File: config.mk
export PLATFORM = sky130hd
export DESIGN_NAME = scan_config_loader
export DESIGN_NICKNAME = d
export VERILOG_FILES = /design/src/rtl/scan_config_loader.sv
export SDC_FILE = /design/constraint.sdc
export NUM_CORES = 1
export LEC_CHECK = 0
export CAP_MARGIN = 20
export CORE_MARGIN = 2
export CORE_UTILIZATION = 56
export DETAILED_ROUTE_END_ITERATION = 16
export MAX_ROUTING_LAYER = met4
export PLACE_DENSITY = 0.88
export SYNTH_ARGS = -nofsm -noshare
export SYNTH_HDL_FRONTEND = slang
export SYNTH_SLANG_ARGS = --single-unit
export TNS_END_PERCENT = 20
File: constraint.sdc
create_clock -name clk -period 2.3 [get_ports clk]
set_clock_uncertainty 0.2 [all_clocks]
set_input_delay 0.575 -clock clk [delete_from_list [all_inputs] [get_ports clk]]
set_output_delay 0.575 -clock clk [all_outputs]
set_load 0.05 [all_outputs]
File: src/rtl/scan_config_loader.sv
// -----------------------------------------------------------------------------
// scan_config_loader
//
// Upstream configuration controller for the fabric scan chain. Configuration
// words arrive over a valid/ready handshake. Each word is shifted LSB-first into
// the chain, one bit per scan_en cycle. After exactly CHAIN_LEN bits the block
// pulses done for one cycle. Unused upper bits of the final word are dropped.
//
// Ports:
//   clk           rising-edge clock, single domain
//   rst_n         synchronous active-low reset; abandons any load in progress
//   start         begin a load (sampled only while idle)
//   cfg_data      configuration word, bit 0 shifted first
//   cfg_valid     cfg_data is valid
//   cfg_ready     loader accepts a word this cycle
//   scan_en       chain shifts on this edge
//   scan_out      serial bit to the chain's scan_in (0 when scan_en is low)
//   busy          load in progress
//   done          one-cycle pulse after the last bit has been shifted
//   bits_shifted  bits shifted in the current / last load
// -----------------------------------------------------------------------------
module scan_config_loader #(
    parameter int CHAIN_LEN  = 32,
    parameter int WORD_WIDTH = 8,
    parameter int CNT_WIDTH  = 16
) (
    input  logic                  clk,
    input  logic                  rst_n,
    input  logic                  start,
    input  logic [WORD_WIDTH-1:0] cfg_data,
    input  logic                  cfg_valid,
    output logic                  cfg_ready,
    output logic                  scan_en,
    output logic                  scan_out,
    output logic                  busy,
    output logic                  done,
    output logic [CNT_WIDTH-1:0]  bits_shifted
);

    typedef enum logic [1:0] {
        IDLE      = 2'd0,
        WAIT_WORD = 2'd1,
        SHIFT     = 2'd2,
        DONE      = 2'd3
    } state_t;

    localparam logic [CNT_WIDTH-1:0] CHAIN_LEN_C  = CNT_WIDTH'(CHAIN_LEN);
    localparam logic [CNT_WIDTH-1:0] WORD_WIDTH_C = CNT_WIDTH'(WORD_WIDTH);
    localparam logic [CNT_WIDTH-1:0] CNT_ONE      = CNT_WIDTH'(1);

    state_t                state_q,        state_d;
    logic [WORD_WIDTH-1:0] buf_q,          buf_d;
    logic [CNT_WIDTH-1:0]  word_left_q,    word_left_d;
    logic [CNT_WIDTH-1:0]  bits_left_q,    bits_left_d;
    logic [CNT_WIDTH-1:0]  bits_shifted_q, bits_shifted_d;

    // State register.
    always_ff @(posedge clk) begin
        // NOTE: sequential state uses non-blocking assignments so every flop
        // samples pre-edge values regardless of statement order.
        if (!rst_n) begin
            state_q        <= IDLE;
            buf_q          <= '0;
            word_left_q    <= '0;
            bits_left_q    <= '0;
            bits_shifted_q <= '0;
        end else begin
            state_q        <= state_d;
            buf_q          <= buf_d;
            word_left_q    <= word_left_d;
            bits_left_q    <= bits_left_d;
            bits_shifted_q <= bits_shifted_d;
        end
    end

    // Next-state and datapath logic.
    always_comb begin
        // NOTE: every signal gets a hold-value default first, so no path through
        // the case statement can leave one unassigned and infer a latch.
        state_d        = state_q;
        buf_d          = buf_q;
        word_left_d    = word_left_q;
        bits_left_d    = bits_left_q;
        bits_shifted_d = bits_shifted_q;

        unique case (state_q)
            IDLE: begin
                if (start) begin
                    state_d        = WAIT_WORD;
                    bits_shifted_d = '0;
                    bits_left_d    = CHAIN_LEN_C;
                end
            end
            WAIT_WORD: begin
                if (cfg_valid) begin
                    buf_d       = cfg_data;
                    // The final word may carry fewer useful bits than WORD_WIDTH.
                    word_left_d = (bits_left_q < WORD_WIDTH_C) ? bits_left_q : WORD_WIDTH_C;
                    state_d     = SHIFT;
                end
            end
            SHIFT: begin
                buf_d          = buf_q >> 1;
                word_left_d    = word_left_q - CNT_ONE;
                bits_left_d    = bits_left_q - CNT_ONE;
                bits_shifted_d = bits_shifted_q + CNT_ONE;
                if (word_left_q == CNT_ONE) begin
                    state_d = (bits_left_q == CNT_ONE) ? DONE : WAIT_WORD;
                end
            end
            DONE: begin
                state_d = IDLE;
            end
            default: begin
                state_d = IDLE;
            end
        endcase
    end

    // Outputs decode from registered state only: no input-to-output path.
    always_comb begin
        cfg_ready    = 1'b0;
        scan_en      = 1'b0;
        scan_out     = 1'b0;
        busy         = (state_q != IDLE);
        done         = 1'b0;
        bits_shifted = bits_shifted_q;

        unique case (state_q)
            IDLE:      ;
            WAIT_WORD: cfg_ready = 1'b1;
            SHIFT: begin
                scan_en  = 1'b1;
                scan_out = buf_q[0];
            end
            DONE:      done = 1'b1;
            default:   ;
        endcase
    end

endmodule
==> results.cfg, run 1 <==
[worst_hold_path]
whs_path_depth = 2
min-delay-path-class = flop to flop
hp-start = buf_q[2]$_SDFFE_PN0P_
min_delay_worst_endpoint = buf_q[1]$_SDFFE_PN0P_

[logic_synthesis]
ys_async_sr_fraction_pct = 0
synth_fp_nets = 377
synthXorXnorAreaFrac_pct = 5.474
postSynthAreaPerCell_um2 = 8.001
synth_area_leader_cell = sky130_fd_sc_hd__dfxtp_1
yosys.area_share.simple_pct = 31.23
yosys_register_bits = 58
synth_compound_gate_area_share_pct = 15.86
post_synth_mux_area_share_pct = 1.477
synth_area_leaders = sky130_fd_sc_hd__dfxtp_1 (40%), sky130_fd_sc_hd__nor2_1 (7.3%), sky130_fd_sc_hd__nand2_1 (4.4%)
main_combinational_cell_family_by_area_after_synthesis = simple AND/OR/NAND/NOR gates
synth_enable_flop_cells = 0
synth-warning-count = 0
synth-seq-area-share_pct = 40.31
post_synth_inst_count = 360
adder_cell_share_of_the_synthesized_area_pct = 2.172
post_synthesis_instance_area_um2 = 2880
ys_types = 48
yosys.area.top_type_share_pct = 40.31
leading_register_cell_type_out_of_synthesis = sky130_fd_sc_hd__dfxtp_1

[clock_tree]
clock_latency_ns = 0.34
clk_path_buf_depth = 2
clock_sinks = 58
clk_pin_slew_ns = 0.06
clock_tree.htree_level_count = 3
cts_hold_buf = 0
numCtsBuffers = 9
tritoncts = done
root_buffer = sky130_fd_sc_hd__clkbuf_8

[floorplanning]
die-width_um = 75.72
initial_utilization_pct = 57.12
core_region_area_um2 = 5042
top_level_ports = 33
die-area_um2 = 5733
placement_rows = 26
die_h_um = 75.72

[setup_path]
r2r_cells = 4
worstReg2RegStart = word_left_q[7]$_SDFFE_PN0P_
critPathLaunchType = flop
timing.critical_path.to_type = primary output
critical_path.reg2reg.endpoint = state_q[1]$_SDFFE_PN0P_
worst-r2r-setup-slack_ns = 0.12
critPathKind = flop to primary output
required_ns = 1.52
arrival_time_at_the_worst_endpoint_ns = 1.43
critPathMaxFanout = 5

[job]
maxCapViolCount = 0

[route]
drt_pre_antenna_iters = 5
detail_route.drc_violations = 0
detail_route.wl_per_cell_um = 14.89
routed_via_density = 5.871
drtIter0Drc = 248
dr_total_vias = 2830
drt-total-wl_mm = 7.178
ant_nets = 0

[timing]
rsz0062_at_grt = no
final.period_utilization_pct = 95.70
period_minus_ws_final_ns = 2.201
finalSetupViolCount = 0
finalMaxSlewViolations = 0
clock.fmax_mhz = 454.3
worst_slew_margin_rel_pct = 66.01
tightestPinTransition_ns = 0.5119
timing.final.hold_violations = 0
final_worst_slack_ns = 0.09886

[placed_design]
dp_cells = 467
weighted_congestion_reported_at_the_end_of_routability_driven_placement = 0.8425
dp.final_hpwl_mm = 5.068
port_buffers = 32
dpl_worst_slack_ns = -0.005497

[pwr]
p_seq_share_pct = 39.4
power.share.clock_pct = 31.9
combPwrFrac_pct = 28.6
powerDensity_nw_per_um2 = 835.3
power_leakage_uw = 0.001425
internal-power_uw = 2071
switching_share_pct = 32.01
power.switching_uw = 975.2
vdd_drop_max_v = 0.0006182

[final_layout]
layout_common_cells = sky130_fd_sc_hd__dfxtp_1 (58), sky130_fd_sc_hd__nor2_1 (56), sky130_fd_sc_hd__nand2_1 (34), sky130_fd_sc_hd__buf_4 (34), sky130_fd_sc_hd__a21oi_1 (24)
fin_cells = 482
post_route_cells_drive_above_1_share_pct = 17.96
layout.cells.most_common = sky130_fd_sc_hd__dfxtp_1
fin_nets = 425
antenna_cells = 0
area_delta_synth_final_pct = 26.63

[global_route]
grt_pass1_vias = 2514
pin_count_of_the_biggest_net_entering_global_routing = 24
antenna_found_initial = 0
grtUsageTotal_pct = 27.45
global_route.overflow_total = 0
grt_first_pass_wirelength_mm = 11.34

[outcome]
run_status = finished clean
## worst max-delay path, cell delays in order (launching register included)
cell	delay [ns]
sky130_fd_sc_hd__dfxtp_1	0.36
sky130_fd_sc_hd__nand2b_1	0.18
sky130_fd_sc_hd__inv_1	0.19
sky130_fd_sc_hd__and2_4	0.17
sky130_fd_sc_hd__buf_4	0.18
## per-stage QoR
stage / power (uW) / util, % / setup TNS (ns) / area, um^2 / hold WS, ns
finish: 3047 / 72.33 / 0 / 3647 / 0.2775
global route: 3192 / 72.33 / 0 / 3647 / 0.3017
CTS: 3031 / 71.81 / 0 / 3621 / 0.2792
detailed placement: 2054 / 67.82 / -0.005497 / 3420 / 0.2710
global placement: 2023 / 67.82 / 0 / 3420 / 0.2448
floorplan: 1782 / - / 0 / 2890 / 0.2338
## registers in the layout (all words and copies together), names as in the netlist
| name | count |
|---|---|
| bits_shifted | 16 |
| buf_q | 8 |
| state_q | 2 |
| word_left_q | 16 |
| bits_left_q | 16 |
## synth_stat cells, types with 2 or more instances
| master | count |
|---|---|
| sky130_fd_sc_hd__a211oi_1 | 4 |
| sky130_fd_sc_hd__a21oi_1 | 24 |
| sky130_fd_sc_hd__a311oi_1 | 7 |
| sky130_fd_sc_hd__a31oi_1 | 3 |
| sky130_fd_sc_hd__and2_1 | 3 |
| sky130_fd_sc_hd__and3_1 | 3 |
| sky130_fd_sc_hd__and4_1 | 2 |
| sky130_fd_sc_hd__buf_1 | 2 |
| sky130_fd_sc_hd__buf_2 | 2 |
| sky130_fd_sc_hd__clkbuf_1 | 13 |
| sky130_fd_sc_hd__dfxtp_1 | 58 |
| sky130_fd_sc_hd__ha_1 | 5 |
| sky130_fd_sc_hd__inv_1 | 9 |
| sky130_fd_sc_hd__mux2_2 | 2 |
| sky130_fd_sc_hd__mux2i_1 | 2 |
| sky130_fd_sc_hd__nand2_1 | 34 |
| sky130_fd_sc_hd__nand2b_1 | 3 |
| sky130_fd_sc_hd__nand3_1 | 21 |
| sky130_fd_sc_hd__nand3b_1 | 2 |
| sky130_fd_sc_hd__nand4_1 | 11 |
| sky130_fd_sc_hd__nor2_1 | 56 |
| sky130_fd_sc_hd__nor2b_1 | 2 |
| sky130_fd_sc_hd__nor3_1 | 10 |
| sky130_fd_sc_hd__nor4_1 | 12 |
| sky130_fd_sc_hd__o211a_1 | 2 |
| sky130_fd_sc_hd__o21a_1 | 2 |
| sky130_fd_sc_hd__o21ai_0 | 19 |
| sky130_fd_sc_hd__or2_2 | 4 |
| sky130_fd_sc_hd__or3_1 | 7 |
| sky130_fd_sc_hd__or4_4 | 2 |
| sky130_fd_sc_hd__xnor2_1 | 10 |
| sky130_fd_sc_hd__xor2_1 | 8 |
## per-layer routing
metal	share of wire [%]	up-vias	routed length, um	global-route usage (%)
met5	0	-	0	-
met1	42	1340	3049	31.44
met3	3.9	19	277	5.952
met4	3.1	0	221	15.79
met2	51	82	3629	44.25
li1	-	1389	-	-
## worst max path at each step
| stage | slack [ns] | start | endpoint |
|---|---|---|---|
| global placement | 0.04 | start | bits_left_q[11]$_SDFFE_PN0P_ |
| detailed placement | -0.005 | start | bits_shifted[11]$_SDFFE_PN0P_ |
| finish | 0.1 | state_q[0]$_SDFFE_PN0P_ | scan_out |
| CTS | 0.009 | state_q[0]$_SDFFE_PN0P_ | cfg_ready |
| global route | 0.01 | word_left_q[0]$_SDFFE_PN0P_ | word_left_q[12]$_SDFFE_PN0P_ |
| floorplan | 0.05 | state_q[0]$_SDFFE_PN0P_ | scan_out |
## cells by family (layout without fill, tap and decap cells)
family,after synthesis,in the layout
xor+xnor,18,18
compound gates,71,71
buf+inv,26,78
flops,58,58
simple gates,178,178
mux,4,4
fa+ha+maj,5,5
## layout make-up
cell class,count,area [um^2]
clock buffers,13,168.9
multi-input cells,276,1645
clock inverters,2,35.03
flip-flops and latches,58,1161
repair buffers,54,515.5
fillers,391,1395
inverters,9,33.78
well taps,70,87.58
## power by group through the flow
stage                     registers [uW]  logic (uW)  clock network (uW)
after floorplan                     1200         581                   0
after CTS                           1200         845                 988
after global placement              1210         810                   0
after global routing                1210         963                1010
after detailed placement            1220         835                   0
final                               1200         872                 973
## what timing repair did
| action | 4_1_cts | 5_1_grt |
|---|---|---|
| pin swaps | 0 | 0 |
| resized for setup | 2 | 6 |
| endpoints found under the hold margin | 0 | 0 |
| setup buffers | 0 | 0 |
| endpoints found under the setup margin | 2 | 6 |
(Power assumes the default switching activity.)
==> run 2, diff against run 1 <==
--- a/config.mk
+++ b/config.mk
@@ -7,10 +7,12 @@
 export LEC_CHECK = 0
 export CAP_MARGIN = 20
 export CORE_MARGIN = 2
-export CORE_UTILIZATION = 56
+export CORE_UTILIZATION = 60
+export CTS_CLUSTER_DIAMETER = 100
 export DETAILED_ROUTE_END_ITERATION = 16
 export MAX_ROUTING_LAYER = met4
-export PLACE_DENSITY = 0.88
+export PLACE_DENSITY = 0.93
+export SKIP_LAST_GASP = 1
 export SYNTH_ARGS = -nofsm -noshare
 export SYNTH_HDL_FRONTEND = slang
 export SYNTH_SLANG_ARGS = --single-unit
==> constraint.sdc (replaced) <==
create_clock -name clk -period 2.55 [get_ports clk]
set_clock_uncertainty 0.2 [all_clocks]
set_input_delay 0.6375 -clock clk [delete_from_list [all_inputs] [get_ports clk]]
set_output_delay 0.6375 -clock clk [all_outputs]
set_load 0.05 [all_outputs]
==> results.cfg, run 2 (same netlist as run 1, synthesis figures left out) <==
[final_layout]
antenna_cells = 0
layout.cells.most_common = sky130_fd_sc_hd__dfxtp_1
fillerInstances = 318
fin_nets = 417
layout_common_cells = sky130_fd_sc_hd__dfxtp_1 (58), sky130_fd_sc_hd__nor2_1 (56), sky130_fd_sc_hd__nand2_1 (34), sky130_fd_sc_hd__clkdlybuf4s50_1 (26), sky130_fd_sc_hd__a21oi_1 (24)
post_route_cells_drive_above_1_share_pct = 11.60
area_delta_synth_final_pct = 21.94

[setup_path]
r2r_cells = 7
arrival_time_at_the_worst_endpoint_ns = 1.64
critPathMaxFanout = 7
critical_path.cell_chain = clkdlybuf4s50_1
slowest_stage = sky130_fd_sc_hd__clkdlybuf4s50_1
critPathKind = flop to primary output
critPathLaunchType = flop
critical_path_depth = 1
required_ns = 1.71
timing.critical_path.to_type = primary output
max_stage_delay_ns = 0.85
crit_buf_inv = 1
critical-path-top-delay-family = buffers and inverters

[route]
drtIter0Drc = 183
detail_route.wl_per_cell_um = 14.89
detail_route.drc_violations = 0
dr_total_vias = 2746
drt_pre_antenna_iters = 4
ant_nets = 0
drt-total-wl_mm = 6.834
routed_via_density = 5.983

[floorplanning]
initial_utilization_pct = 61.80
top_level_ports = 33
die-area_um2 = 5371
placement_rows = 25
core_region_area_um2 = 4661
die_h_um = 73.29
die-width_um = 73.29

[clock_tree]
clock_sinks = 58
tritoncts = done
clk_path_buf_depth = 2
clock_tree.htree_level_count = 3
root_buffer = sky130_fd_sc_hd__clkbuf_8
cts_hold_buf = 0
numCtsBuffers = 9
clk_pin_slew_ns = 0.06
clock_latency_ns = 0.35

[timing]
rsz0062_at_grt = no
setup_total_negative_slack_ns = 0
hold-worst-slack_ns = 0.2747
timing.final.hold_violations = 0
finalMaxSlewViolations = 0
final.period_utilization_pct = 97.30
worst_slew_margin_rel_pct = 51.96
tightestPinTransition_ns = 0.7140
clock.fmax_mhz = 403.0
period_minus_ws_final_ns = 2.481
finalSetupViolCount = 0

[global_route]
antenna_found_initial = 0
grtUsageTotal_pct = 27.78
pin_count_of_the_biggest_net_entering_global_routing = 27
global_route.overflow_total = 0
grt_first_pass_wirelength_mm = 11.18
grt_pass1_vias = 2559

[job]
maxCapViolCount = 0

[pwr]
powerDensity_nw_per_um2 = 716.9
power_leakage_uw = 0.001318
vdd_drop_max_v = 0.0004881

[worst_hold_path]
whs_path_depth = 1
min-delay-path-class = flop to flop

[placed_design]
weighted_congestion_reported_at_the_end_of_routability_driven_placement = 0.8863
port_buffers = 32
dp.final_hpwl_mm = 4.680

[outcome]
run_status = finished clean
run 2: routing by layer:
metal	global-route usage (%)	up-vias	share of wire (%)
li1	-	1377	-
met1	31.81	1281	43
met2	45.35	76	50
met3	7.133	12	5.2
met4	12.96	0	1.8
met5	-	-	0
run 2: final timing paths:
path,to,startpoint,slack [ns]
hold / removal,word_left_q[15]$_SDFFE_PN0P_,word_left_q[15]$_SDFFE_PN0P_,0.27
setup / recovery,bits_shifted[1],bits_shifted[1]$_SDFFE_PN0P_,0.07
setup reg to reg,word_left_q[10]$_SDFFE_PN0P_,word_left_q[1]$_SDFFE_PN0P_,0.32
hold reg to reg,word_left_q[15]$_SDFFE_PN0P_,word_left_q[15]$_SDFFE_PN0P_,0.27
run 2: stage by stage:
stage	power, uW	cells	setup WS [ns]	instance area, um^2	utilization (%)
after CTS	2529	459	0.03926	3510	75.30
after detailed placement	1797	443	0.07943	3346	71.79
after global placement	1772	443	0.1300	3346	71.79
after floorplan	1605	360	0.1174	2885	-
after global routing	2650	459	0.01670	3512	75.36
final	2518	459	0.06890	3512	75.36
run 2: area by class of cell:
cell class                      count  area, um^2  area share [%]
Timing Repair Buffer               46       465.4           13.25
Inverter                            9       33.78          0.9619
Clock inverter                      3       15.01          0.4275
Clock buffer                       13       148.9           4.239
Multi-Input combinational cell    276        1620           46.13
Sequential cell                    58        1161           33.06
Tap cell                           54       67.56           1.924
run 2: worst register-to-register path, cell delays in order (launching register included):
cell,delay (ns)
sky130_fd_sc_hd__dfxtp_1,0.32
sky130_fd_sc_hd__inv_1,0.10
sky130_fd_sc_hd__ha_1,0.23
sky130_fd_sc_hd__or4b_1,0.54
sky130_fd_sc_hd__nor3_1,0.36
sky130_fd_sc_hd__a21oi_1,0.14
sky130_fd_sc_hd__o21ai_0,0.14
sky130_fd_sc_hd__o21ai_0,0.09
run 2: what timing repair did:
| item | CTS | global route |
|---|---|---|
| buffers inserted | 0 | 0 |
| endpoints found under the setup margin | 0 | 1 |
| resized for setup | 0 | 1 |
run 2: power breakdown:
| part | switching (uW) | total [uW] | leakage, uW | internal (uW) |
|---|---|---|---|---|
| clock network | 356 | 731 | 0.0000872 | 375 |
| logic | 407 | 704 | 0.000759 | 297 |
| registers | 88.3 | 1080 | 0.000472 | 995 |
| total | 851 | 2520 | 0.00132 | 1670 |
==> RTL edit, RTL diff (flow settings as in run 2) <==
The parameter `WORD_WIDTH` goes from 8 to 9.
--- a/src/rtl/scan_config_loader.sv
+++ b/src/rtl/scan_config_loader.sv
@@ -23,3 +23,3 @@
     parameter int CHAIN_LEN  = 32,
-    parameter int WORD_WIDTH = 8,
+    parameter int WORD_WIDTH = 9,
     parameter int CNT_WIDTH  = 16
Interface: changed (resized cfg_data); port bits go from 33 to 34. No check against the original RTL was run, so the function may have changed too.
==> RTL edit against run 2 <==
- design area increased by 0.86%
- core utilization increased by 0.64 points
- synthesized area decreased by 0.87%
- maximum frequency increased by 0.31%
- setup slack improved by 0.0076 ns
- wire length increased by 5.1%
- via count increased by 3.3%
- sequential share of layout area increased by 0.28 points
- sequential cell count increased by 1
- power increased by 2.4%
- non-clock buffer count increased by 10
- worst hold slack improved by 0.0034 ns
- critical path depth unchanged
==> RTL edit: results <==
export IMPL_track_usage_pct=28.6
export IMPL_firstDrtPassIters=5
export IMPL_status="finished clean"
export IMPL_first_global_vias=2624
export IMPL_dp_cells=442
export IMPL_grt_pass1_wl_mm=11.6
export IMPL_p_leak_uw=0.00131
export IMPL_cp_startpoint="bits_shifted[2]$_SDFFE_PN0P_"
export IMPL_grt_max_degree=26
export IMPL_holdPathStages=2
export IMPL_regToRegStartpoint="bits_left_q[5]$_SDFFE_PN0P_"
export IMPL_max_vdd_ir_drop_mv=0.388
export IMPL_hpwl_mm=4.82
export IMPL_hold_end="buf_q[0]$_SDFFE_PN0P_"
export IMPL_wirelength_mm=7.19
export IMPL_rrSetupSlack_ns=0.08
export IMPL_nFillCells=313
export IMPL_drive_above_1_share_pct=12.4
export IMPL_utilization_pct=76.0
export IMPL_fin_cells=457
export IMPL_clk_latency_ns=0.33
export IMPL_port_buffers=33
export IMPL_r2r_end="bits_left_q[14]$_SDFFE_PN0P_"
export IMPL_synth_cell_types=52
export IMPL_place_congestion=0.892
export IMPL_yosysWarningCount=0
export IMPL_ys_seq_area_share_pct=41.4
export IMPL_drt_initial_drc_count=186
export IMPL_netlist_top_cells_area="dfxtp_1 41%, nor2_1 5.8%, nand2_1 3.9%"
export IMPL_worst_pin_slew_ns=0.923
export IMPL_r2r_cells=4
export IMPL_synth_top_cells_by_count="59 x dfxtp_1, 44 x nor2_1, 30 x nand2_1, 21 x a21oi_1"
export IMPL_viasPerCell=6.21
export IMPL_hp_start="buf_q[1]$_SDFFE_PN0P_"
==> RTL edit: cell count changes after synthesis, sizes merged, moves of 4 or more <==
cell	before	now
o21ai	19	15
nand3	21	14
or4	3	11
nor4	13	9
nor2	56	44
nand2	34	30
or3	8	17
==> RTL edit: worst register-to-register path: stages (launching register included) <==
cell and delay, ns:
dfxtp_1 0.35, or4_4 0.56, or4_1 0.62, or4_1 0.51, a21oi_1 0.16
==> RTL edit: stage by stage <==
step	hold WS (ns)	TNS [ns]	setup slack (ns)
global placement	0.259	-0.365	-0.112
floorplan	0.248	0	0.193
global route	0.306	0	0.0165
CTS	0.282	0	0.0614
detailed placement	0.272	-0.675	-0.194
finish	0.278	0	0.0765
==> RTL edit: cells by family (layout without fill, tap and decap cells) <==
group	count (synthesis)	in the layout	synth area share, %
AO/OA/AOI/OAI	79	79	18.4
XOR/XNOR	15	15	4.60
adder cells (fa/ha/maj)	5	5	2.19
buffers and inverters	30	84	3.99
flip-flops	59	59	41.4
multiplexers	1	1	0.394
AND/OR/NAND/NOR	160	160	29.1
==> RTL edit: worst max-delay path by stage <==
stage | to | cells past startpoint
floorplan | bits_left_q[14]$_SDFFE_PN0P_ | 5
global placement | bits_left_q[14]$_SDFFE_PN0P_ | 5
detailed placement | bits_left_q[8]$_SDFFE_PN0P_ | 6
CTS | bits_shifted[2] | 1
global route | bits_shifted[2] | 1
finish | bits_shifted[2] | 1
==> RTL edit: layer usage <==
layer,share of wire [%],vias up,GRT usage (%),wire length (um)
met3,5.3,11,6.91,379
li1,-,1377,-,-
met5,0,-,-,0
met1,44,1345,35.7,3190
met2,49,104,45.3,3510
met4,1.4,0,9.88,103
==> RTL edit: layout make-up <==
type	count	area share (%)
timing repair buffer	56	13.8
sequential	59	33.3
inverter	13	1.38
tap	54	1.91
clock buffer	13	4.49
clock inverter	2	0.989
multi-input combinational	260	44.0
==> RTL edit: report_power, final <==
group | total [uW] | leakage (uW) | internal (uW) | switching [uW]
Clock | 849 | 0.0000995 | 499 | 351
Combinational | 656 | 0.000733 | 276 | 380
Sequential | 1070 | 0.000479 | 997 | 75.7
Total | 2580 | 0.00131 | 1770 | 807
